--- src/rtl/sevenseg_capture.sv ---
// Recovers digit codes by watching a multiplexed, active-low 7-segment display bus.
// Latency: STABLE_CYCLES+1 clocks from an input change to the output update.
// Backpressure: none; the display is sampled continuously and captures are never stalled.
module sevenseg_capture #(
    parameter int STABLE_CYCLES = 4
) (
    input  logic       clk,
    input  logic       reset,
    input  logic [3:0] an,
    input  logic [7:0] seg,
    input  logic       clr_err,
    output logic [4:0] d0,
    output logic [4:0] d1,
    output logic [4:0] d2,
    output logic [4:0] d3,
    output logic [3:0] dp,
    output logic [3:0] digit_valid,
    output logic       frame_done,
    output logic       multi_an_err,
    output logic       bad_glyph_err
);

    localparam logic [7:0] STABLE = 8'(STABLE_CYCLES);
    localparam logic [4:0] CODE_BLANK = 5'h1D;
    localparam logic [4:0] CODE_BAD   = 5'h1F;

    logic [3:0] an_q, an_prev;
    logic [7:0] seg_q, seg_prev;
    logic [7:0] dwell_cnt, dwell_nxt;
    logic [4:0] digit_q [4];

    logic       sample_diff;
    logic       capture;
    logic [3:0] sel;
    logic       one_hot;
    logic       multi;
    logic [4:0] code;
    logic       glyph_bad;
    logic [3:0] valid_post;

    function automatic logic [4:0] decode(input logic [6:0] g, input logic dp_on);
        logic [4:0] c;
        case (g)
            7'h3F: c = 5'h00;
            7'h06: c = 5'h01;
            7'h5B: c = 5'h02;
            7'h4F: c = 5'h03;
            7'h66: c = 5'h04;
            7'h6D: c = 5'h05;
            7'h7D: c = 5'h06;
            7'h07: c = 5'h07;
            7'h7F: c = 5'h08;
            7'h6F: c = 5'h09;
            7'h77: c = 5'h0A;
            7'h7C: c = 5'h0B;
            7'h39: c = 5'h0C;
            7'h5E: c = 5'h0D;
            7'h79: c = 5'h0E;
            7'h71: c = 5'h0F;
            7'h01: c = 5'h10;
            7'h02: c = 5'h11;
            7'h04: c = 5'h12;
            7'h08: c = 5'h13;
            7'h10: c = 5'h14;
            7'h20: c = 5'h15;
            7'h40: c = 5'h16;
            7'h76: c = 5'h18;
            7'h38: c = 5'h19;
            7'h31: c = 5'h1A;
            7'h30: c = 5'h1B;
            7'h50: c = 5'h1C;
            7'h00: c = dp_on ? 5'h17 : CODE_BLANK;
            default: c = CODE_BAD;
        endcase
        return c;
    endfunction

    always_comb begin
        sample_diff = ({an_q, seg_q} != {an_prev, seg_prev});
        if (sample_diff)
            dwell_nxt = 8'd1;
        else if (dwell_cnt == STABLE)
            dwell_nxt = dwell_cnt;
        else
            dwell_nxt = dwell_cnt + 8'd1;
        // Fires only on the edge the counter arrives at STABLE, so a held input never recaptures.
        capture    = (dwell_nxt == STABLE) && (dwell_cnt != STABLE);
        sel        = ~an_q;
        one_hot    = (sel != 4'b0000) && ((sel & (sel - 4'd1)) == 4'b0000);
        multi      = (sel != 4'b0000) && !one_hot;
        code       = decode(~seg_q[6:0], ~seg_q[7]);
        glyph_bad  = (code == CODE_BAD);
        valid_post = digit_valid | sel;
    end

    always_ff @(posedge clk or negedge reset) begin
        if (!reset) begin
            an_q          <= 4'hF;
            seg_q         <= 8'hFF;
            an_prev       <= 4'hF;
            seg_prev      <= 8'hFF;
            dwell_cnt     <= 8'd0;
            for (int i = 0; i < 4; i++) digit_q[i] <= CODE_BLANK;
            dp            <= 4'b0000;
            digit_valid   <= 4'b0000;
            frame_done    <= 1'b0;
            multi_an_err  <= 1'b0;
            bad_glyph_err <= 1'b0;
        end else begin
            an_q       <= an;
            seg_q      <= seg;
            an_prev    <= an_q;
            seg_prev   <= seg_q;
            dwell_cnt  <= dwell_nxt;
            frame_done <= 1'b0;

            if (capture && one_hot) begin
                for (int i = 0; i < 4; i++) begin
                    if (sel[i]) begin
                        digit_q[i] <= code;
                        dp[i]      <= ~seg_q[7];
                    end
                end
                // Completing the set pulses frame_done and rearms for the next frame.
                if (valid_post == 4'b1111) begin
                    frame_done  <= 1'b1;
                    digit_valid <= 4'b0000;
                end else begin
                    digit_valid <= valid_post;
                end
            end

            multi_an_err  <= (capture && multi) || (multi_an_err && !clr_err);
            bad_glyph_err <= (capture && one_hot && glyph_bad) || (bad_glyph_err && !clr_err);
        end
    end

    assign d0 = digit_q[0];
    assign d1 = digit_q[1];
    assign d2 = digit_q[2];
    assign d3 = digit_q[3];

endmodule
--- config.mk ---
export PLATFORM = sky130hd
export DESIGN_NAME = sevenseg_capture
export DESIGN_NICKNAME = d
export VERILOG_FILES = /design/src/rtl/sevenseg_capture.sv
export SDC_FILE = /design/constraint.sdc
export NUM_CORES = 1
export LEC_CHECK = 0
export BUFFER_PORTS_ARGS = -buffer_cell sky130_fd_sc_hd__buf_4
export CAP_MARGIN = 0
export CORE_AREA = 8 8 87 89
export CTS_BUF_LIST = sky130_fd_sc_hd__clkbuf_4 sky130_fd_sc_hd__clkbuf_8
export CTS_CLUSTER_SIZE = 8
export DETAILED_ROUTE_END_ITERATION = 7
export DIE_AREA = 0 0 95 97
export PLACE_DENSITY = 0.81
export REMOVE_ABC_BUFFERS = 1
export SYNTH_ARGS = -nofsm -noshare
export SYNTH_HDL_FRONTEND = slang
export SYNTH_SLANG_ARGS = --single-unit
export TNS_END_PERCENT = 5
--- constraint.sdc ---
create_clock -name clk -period 2.4 [get_ports clk]
set_clock_uncertainty 0.2 [all_clocks]
set_input_delay 0.24 -clock clk [delete_from_list [all_inputs] [get_ports clk]]
set_output_delay 0.24 -clock clk [all_outputs]
set_load 0.005 [all_outputs]
After elaboration in Yosys (flattened, before gate mapping)
Cells that the tools add are included.

operators by class
  add/subtract/negate cells = 2
  muxes and demuxes = 7
  bitwise operators = 5
  reductions and logical operators = 19
  eq/ne operators = 34

operators by type and width
  kind                                            number
  case mux 5 bit (29 select lines)                1
  == test 7 bit (second input constant)           15
  == test 7 x 6 -> 1 bit (second input constant)  6
  == test 7 x 3 -> 1 bit (second input constant)  3
  == test 8 x 3 -> 1 bit (second input constant)  2
  two-way mux 8 bit                               2
  != test 12 bit                                  1
  adder 8 x 1 -> 8 bit (second input constant)    1
  logical AND 1 bit                               8
  two-way mux 4 bit                               2
  != test 8 x 3 -> 1 bit (second input constant)  1
  AND reduction 2 bit                             4
  == test 7 x 1 -> 1 bit (second input constant)  1
  == test 7 x 2 -> 1 bit (second input constant)  1
  == test 7 x 4 -> 1 bit (second input constant)  1
  == test 7 x 5 -> 1 bit (second input constant)  1
  zero test 7 bit                                 1
  NOT 7 bit                                       1
  == test 5 bit (second input constant)           1
  AND 4 bit                                       1
  == test 4 bit (second input constant)           1
  zero test 4 bit                                 1
  NOT 4 bit                                       1
  OR 4 bit                                        1
  6 further kinds                                 9

storage, ports and cells
  input bits = 15
  output and inout port bits = 31
  flip-flop bits (word level) = 63

Longest topological paths before layout
  depth after elaboration = 9
  gate-level depth with buffers = 9

Worst setup path before layout
Ideal clock, no wire load.

  path kind = register -> register
  start point = register seg_q[0]
  end point = register digit_valid[0]
  arrival = 2.316 ns
  stages on the path, launching flop included = 9
  path slack = -0.243 ns
  buffers on the path = 1
  data required time = 2.073 ns
  cell sequence = dfstp_2 -> clkbuf_1 -> xor2_1 -> nor4_4 -> nand4_2 -> a211oi_4 -> nand3_2 -> or3_4 -> a21boi_1

on the way
  longest elaborated chain between the ends = 5

ends and longest elaborated chain
  element                 RTL line  RTL
  from (decl)             28        logic [7:0] seg_q, seg_prev;
  from (signal assigned)  111       seg_q <= seg;
  != test 12 bit          79        sample_diff = ({an_q, seg_q} != {an_prev, seg_prev});
  two-way mux 8 bit       80        if (sample_diff)
  == test 8 x 3 -> 1 bit  87        capture = (dwell_nxt == STABLE) && (dwell_cnt != STABLE);
  logical AND 1 bit       87
  logical AND 1 bit       117       if (capture && one_hot) begin
  to (signal assigned)    129       digit_valid <= valid_post;
  to (decl)               17        output logic [3:0] digit_valid,

No other way between the ends.
A chain may end at the register's enable or synchronous reset.

Worst setup path after layout
  start point = register seg_q[2]
  end point = register digit_q, in the netlist d1[2]

on the way
  longest elaborated chain between the ends = 6

ends and longest elaborated chain
  element                               RTL line  RTL
  != test 12 bit                        79
  two-way mux 8 bit                     80
  == test 8 x 3 -> 1 bit                87
  logical AND 1 bit                     87
  logical AND 1 bit                     117
  AND reduction 2 bit (no source line)  -
  to (signal, indexed assignment)       120       digit_q[i] <= code;
  to (decl)                             30        logic [4:0] digit_q [4];

Several ways; a longest one is shown, not always the timed one.

==> impl_metrics.prom <==
# TYPE chip_impl_metric gauge
chip_impl_info{name="status",value="complete, but fails checks"} 1
chip_impl_info{name="violations_in_the_final_reports",value="negative setup slack"} 1
chip_impl_metric{name="num_io_pins",unit=""} 46
chip_impl_metric{name="setup_slack",unit="ns"} -0.212
chip_impl_metric{name="floorplan.die_area",unit="µm²"} 9220
chip_impl_metric{name="area.growth.synth_to_final",unit="%"} 38.6
chip_impl_metric{name="grt_max_degree",unit=""} 64
chip_impl_metric{name="initial_antenna_violation_count",unit=""} 0
chip_impl_metric{name="die_width",unit="µm"} 95
chip_impl_metric{name="ys_ff_latch",unit=""} 63
chip_impl_metric{name="synth_enable_flop_cells",unit=""} 0
chip_impl_metric{name="relSlewSlack",unit="%"} 49.0
chip_impl_metric{name="synthAdderAreaFrac",unit="%"} 0.790
chip_impl_metric{name="grt_util_all_layers",unit="%"} 18.9
chip_impl_metric{name="max_clock_freq",unit="GHz"} 0.383
chip_impl_metric{name="start_util",unit="%"} 51.1
chip_impl_metric{name="fin_crit_sh",unit="%"} 109
chip_impl_info{name="cp_slowest_cell",value="sky130_fd_sc_hd__dfstp_2"} 1
chip_impl_metric{name="totalWireLength",unit="µm"} 8250
chip_impl_metric{name="finalHoldViolCount",unit=""} 0
chip_impl_metric{name="power_per_cell_area",unit="nW/µm²"} 508
chip_impl_metric{name="numCtsBuffers",unit=""} 9
chip_impl_metric{name="design.final.nets",unit=""} 417
chip_impl_metric{name="ctsLongestPathBuffers",unit=""} 2
chip_impl_metric{name="post_synth_num_cell_types",unit=""} 55
chip_impl_metric{name="fin_util",unit="%"} 70.8
chip_impl_metric{name="tightest_slew",unit="ns"} 0.766
chip_impl_metric{name="clock_insertion_delay_worst_skew",unit="ns"} 0.35
chip_impl_metric{name="routed_wire_length_per_instance",unit="µm"} 17.1
chip_impl_metric{name="synth.area.mux_share",unit="%"} 7.11
chip_impl_metric{name="yosysWarningCount",unit=""} 0
chip_impl_info{name="worstSetupPathType",value="flip-flop to flip-flop"} 1
chip_impl_metric{name="globalRouteOverflowTotal",unit=""} 0
chip_impl_metric{name="synth.yosys.seq_area_share",unit="%"} 51.3
chip_impl_info{name="hp-start",value="clr_err"} 1
chip_impl_metric{name="port_buffers",unit=""} 45
chip_impl_metric{name="antennaDiodeCount",unit=""} 0
chip_impl_metric{name="final.fill_count",unit=""} 422
chip_impl_metric{name="vias",unit=""} 2697
chip_impl_metric{name="maximum_fanout_count_along_the_critical_path",unit=""} 10
chip_impl_metric{name="setup_failing_eps_final",unit=""} 30
chip_impl_metric{name="syn_inst",unit=""} 283
chip_impl_info{name="synth_flop_cell",value="sky130_fd_sc_hd__dfstp_2"} 1
chip_impl_metric{name="floorplan.core_area",unit="µm²"} 6200
chip_impl_metric{name="post-synth-top-area-fraction",unit="%"} 33.2
chip_impl_metric{name="number_of_global_route_vias_before_repair",unit=""} 2770
chip_impl_metric{name="synth_xor_xnor_area_share",unit="%"} 6.36
chip_impl_metric{name="drv.max_cap_violation_count",unit=""} 0
chip_impl_metric{name="height_of_the_die",unit="µm"} 97
chip_impl_metric{name="final.min_clock_period",unit="ns"} 2.61
chip_impl_metric{name="multi_input_area",unit="µm²"} 1480
chip_impl_metric{name="num_rows",unit=""} 29
chip_impl_metric{name="dp_hpwl",unit="µm"} 5850
chip_impl_metric{name="worst_ir_drop_on_vdd",unit="µV"} 482
chip_impl_metric{name="layout-drive-gt1-share",unit="%"} 52.3
chip_impl_info{name="hp-class",value="input pin to flip-flop"} 1
chip_impl_metric{name="drt_drc",unit=""} 0
chip_impl_metric{name="critPathMaxStageDelay",unit="ns"} 0.61
chip_impl_info{name="rsz0062_at_grt",value="yes"} 1
chip_impl_metric{name="grt_first_pass_wirelength",unit="µm"} 13700
chip_impl_info{name="synthMostInstantiatedCell",value="sky130_fd_sc_hd__dfstp_2"} 1
chip_impl_metric{name="syn-mean-instance-area",unit="µm²"} 11.2
chip_impl_info{name="synth_area_leaders",value="sky130_fd_sc_hd__dfstp_2, sky130_fd_sc_hd__dfrtp_1, sky130_fd_sc_hd__mux2_2"} 1
chip_impl_info{name="synth.top_cells.by_count",value="sky130_fd_sc_hd__dfstp_2, sky130_fd_sc_hd__dfrtp_1, sky130_fd_sc_hd__mux2_2"} 1
chip_impl_metric{name="cp.arrival",unit="ns"} 2.71
chip_impl_info{name="cp-startpoint",value="seg_q[2]"} 1
chip_impl_metric{name="drt_pre_antenna_iters",unit=""} 4
chip_impl_metric{name="timing.final.max_slew_violations",unit=""} 0
chip_impl_metric{name="fraction_of_the_mapped_netlist_area_in_compound_gates",unit="%"} 12.3
chip_impl_metric{name="static-leakage-power",unit="nW"} 2.03
chip_impl_info{name="cp-end-kind",value="flip-flop"} 1
chip_impl_info{name="rr_startpoint",value="seg_q[2]"} 1
chip_impl_metric{name="syn_area",unit="µm²"} 3170
chip_impl_metric{name="layout.area.seq",unit="µm²"} 1630
chip_impl_metric{name="asyncSetResetFlopFracSynth",unit="%"} 100
chip_impl_metric{name="clkSlewWorstSetupHoldPaths",unit="ns"} 0.08
chip_impl_info{name="cts_tree",value="built"} 1
chip_impl_info{name="critPathLaunchType",value="flip-flop"} 1
chip_impl_metric{name="post_route_total_power",unit="mW"} 2.23
chip_impl_info{name="synth_top_family_by_area",value="simple AND/OR/NAND/NOR gates"} 1
chip_impl_metric{name="synth_simple_gate_area_share",unit="%"} 17.9
chip_impl_metric{name="number_of_vias_per_cell_after_detailed_routing",unit=""} 5.60
chip_impl_info{name="cts_root_buffer",value="sky130_fd_sc_hd__clkbuf_8"} 1
chip_impl_info{name="critPathMostFrequentCell",value="sky130_fd_sc_hd__buf_4"} 1
chip_impl_metric{name="finalWeightedCongestion",unit=""} 0.879
chip_impl_info{name="path_cells",value="buf_4 -> buf_4 -> buf_4 -> a2111o_1 -> o31ai_1 -> a32oi_1 -> o31ai_1 -> or4_4 -> nand2_2 -> mux2_2"} 1
chip_impl_metric{name="ant_nets",unit=""} 0
chip_impl_metric{name="initialDrtViolationCount",unit=""} 204
chip_impl_info{name="synthDominantAreaCellType",value="sky130_fd_sc_hd__dfstp_2"} 1
chip_impl_metric{name="cp_data_required_time",unit="ns"} 2.49
chip_impl_metric{name="htree_num_levels",unit=""} 3
chip_impl_metric{name="cts_sinks",unit=""} 63
-- final cells by class --
cell class | count | share of cell area (%)
clock inverters | 7 | 1.25
clock buffers | 9 | 2.82
repair buffers | 120 | 21.8
multi-input cells | 192 | 33.7
well taps | 77 | 2.19
inverters | 14 | 1.20
flip-flops and latches | 63 | 37.0
-- layout by cell type (no fill, tap or decap), types with 5 or more instances in the layout --
cell                            netlist  final
sky130_fd_sc_hd__nand2b_1             5      5
sky130_fd_sc_hd__nand2_1             16     12
sky130_fd_sc_hd__nor3_1               7      6
sky130_fd_sc_hd__dfstp_2             40     40
sky130_fd_sc_hd__dlygate4sd3_1        0     13
sky130_fd_sc_hd__mux2_2              20     20
sky130_fd_sc_hd__buf_4                1    101
sky130_fd_sc_hd__nor2_1              17     17
sky130_fd_sc_hd__nand3_1             10      9
sky130_fd_sc_hd__a21oi_1             13     13
sky130_fd_sc_hd__inv_1               14     13
sky130_fd_sc_hd__xor2_1              16     15
sky130_fd_sc_hd__xnor2_1              7      7
sky130_fd_sc_hd__buf_6                3      6
sky130_fd_sc_hd__and3_1               5      5
sky130_fd_sc_hd__o21ai_0             11      9
sky130_fd_sc_hd__dfrtp_1             23     22
sky130_fd_sc_hd__clkbuf_8             0      9
-- kinds of logic after synthesis --
group | after synthesis
compound gates | 56
fa+ha+maj | 2
flops | 63
buf+inv | 28
mux | 20
simple gates | 91
xor+xnor | 23
-- layer usage --
layer	wire length, µm	vias to the layer above	GRT usage [%]
met2	4020	107	29.6
met1	3550	1329	24.1
met4	104	0	5.65
met5	0	-	0
met3	583	14	6.18
li1	-	1247	-
-- through the flow --
stage          instance area (µm²)  instances  setup slack [ns]  hold WS, ns  TNS, ns
2_1_floorplan                 3090        269            -0.289       -0.256    -5.44
3_3_place_gp                  3960        449            -0.182        0.148    -3.58
3_5_place_dp                  3960        449            -0.228        0.149    -4.71
4_1_cts                       4330        480           -0.0988       0.0178    -1.64
5_1_grt                       4390        482            -0.317       0.0259    -7.86
6_report                      4390        482            -0.212       0.0351    -4.56
-- timing repair --
action                     4_1_cts  5_1_grt
buffers inserted                 2        2
pin swaps                        6        5
setup endpoints to repair       27       30
gates cloned                     0        0
hold endpoints to repair        35        0
hold buffers                    13        0
resized for setup               12       12
-- worst max-delay path: cells and delay by family (launching register included) --
kind                   cells  cell delay [ns]
buffers and inverters      3             0.41
AND/OR/NAND/NOR            2             0.60
flip-flops                 1             0.61
AO/OA/AOI/OAI              4             0.56
multiplexers               1             0.18
-- power breakdown --
| part | total, mW | internal [mW] | switching, mW |
|---|---|---|---|
| logic | 0.265 | 0.119 | 0.145 |
| clock network | 0.848 | 0.384 | 0.463 |
| registers | 1.12 | 1.10 | 0.0209 |
-- state kept, by name, indices dropped and copies added (netlist names), 4 cells and up --
signal	cells
seg_prev	8
dp	4
d3	5
d2	5
dwell_cnt	8
d0	5
d1	5
an_prev	4
digit_valid	4
an_q	4
seg_q	8
-- final timing paths --
path / endpoint / slack (ns) / depth (start not counted)
setup / recovery: d1[2] / -0.21 / 10
min in group asynchronous: dwell_cnt[7] / 0.32 / 2
hold / removal: multi_an_err / 0.04 / 3
max in group asynchronous: dwell_cnt[0] / 1.16 / 2
hold reg to reg: seg_prev[6] / 0.20 / 0
setup reg to reg: d1[2] / -0.21 / 10
Power figures use the tool's default switching activity.
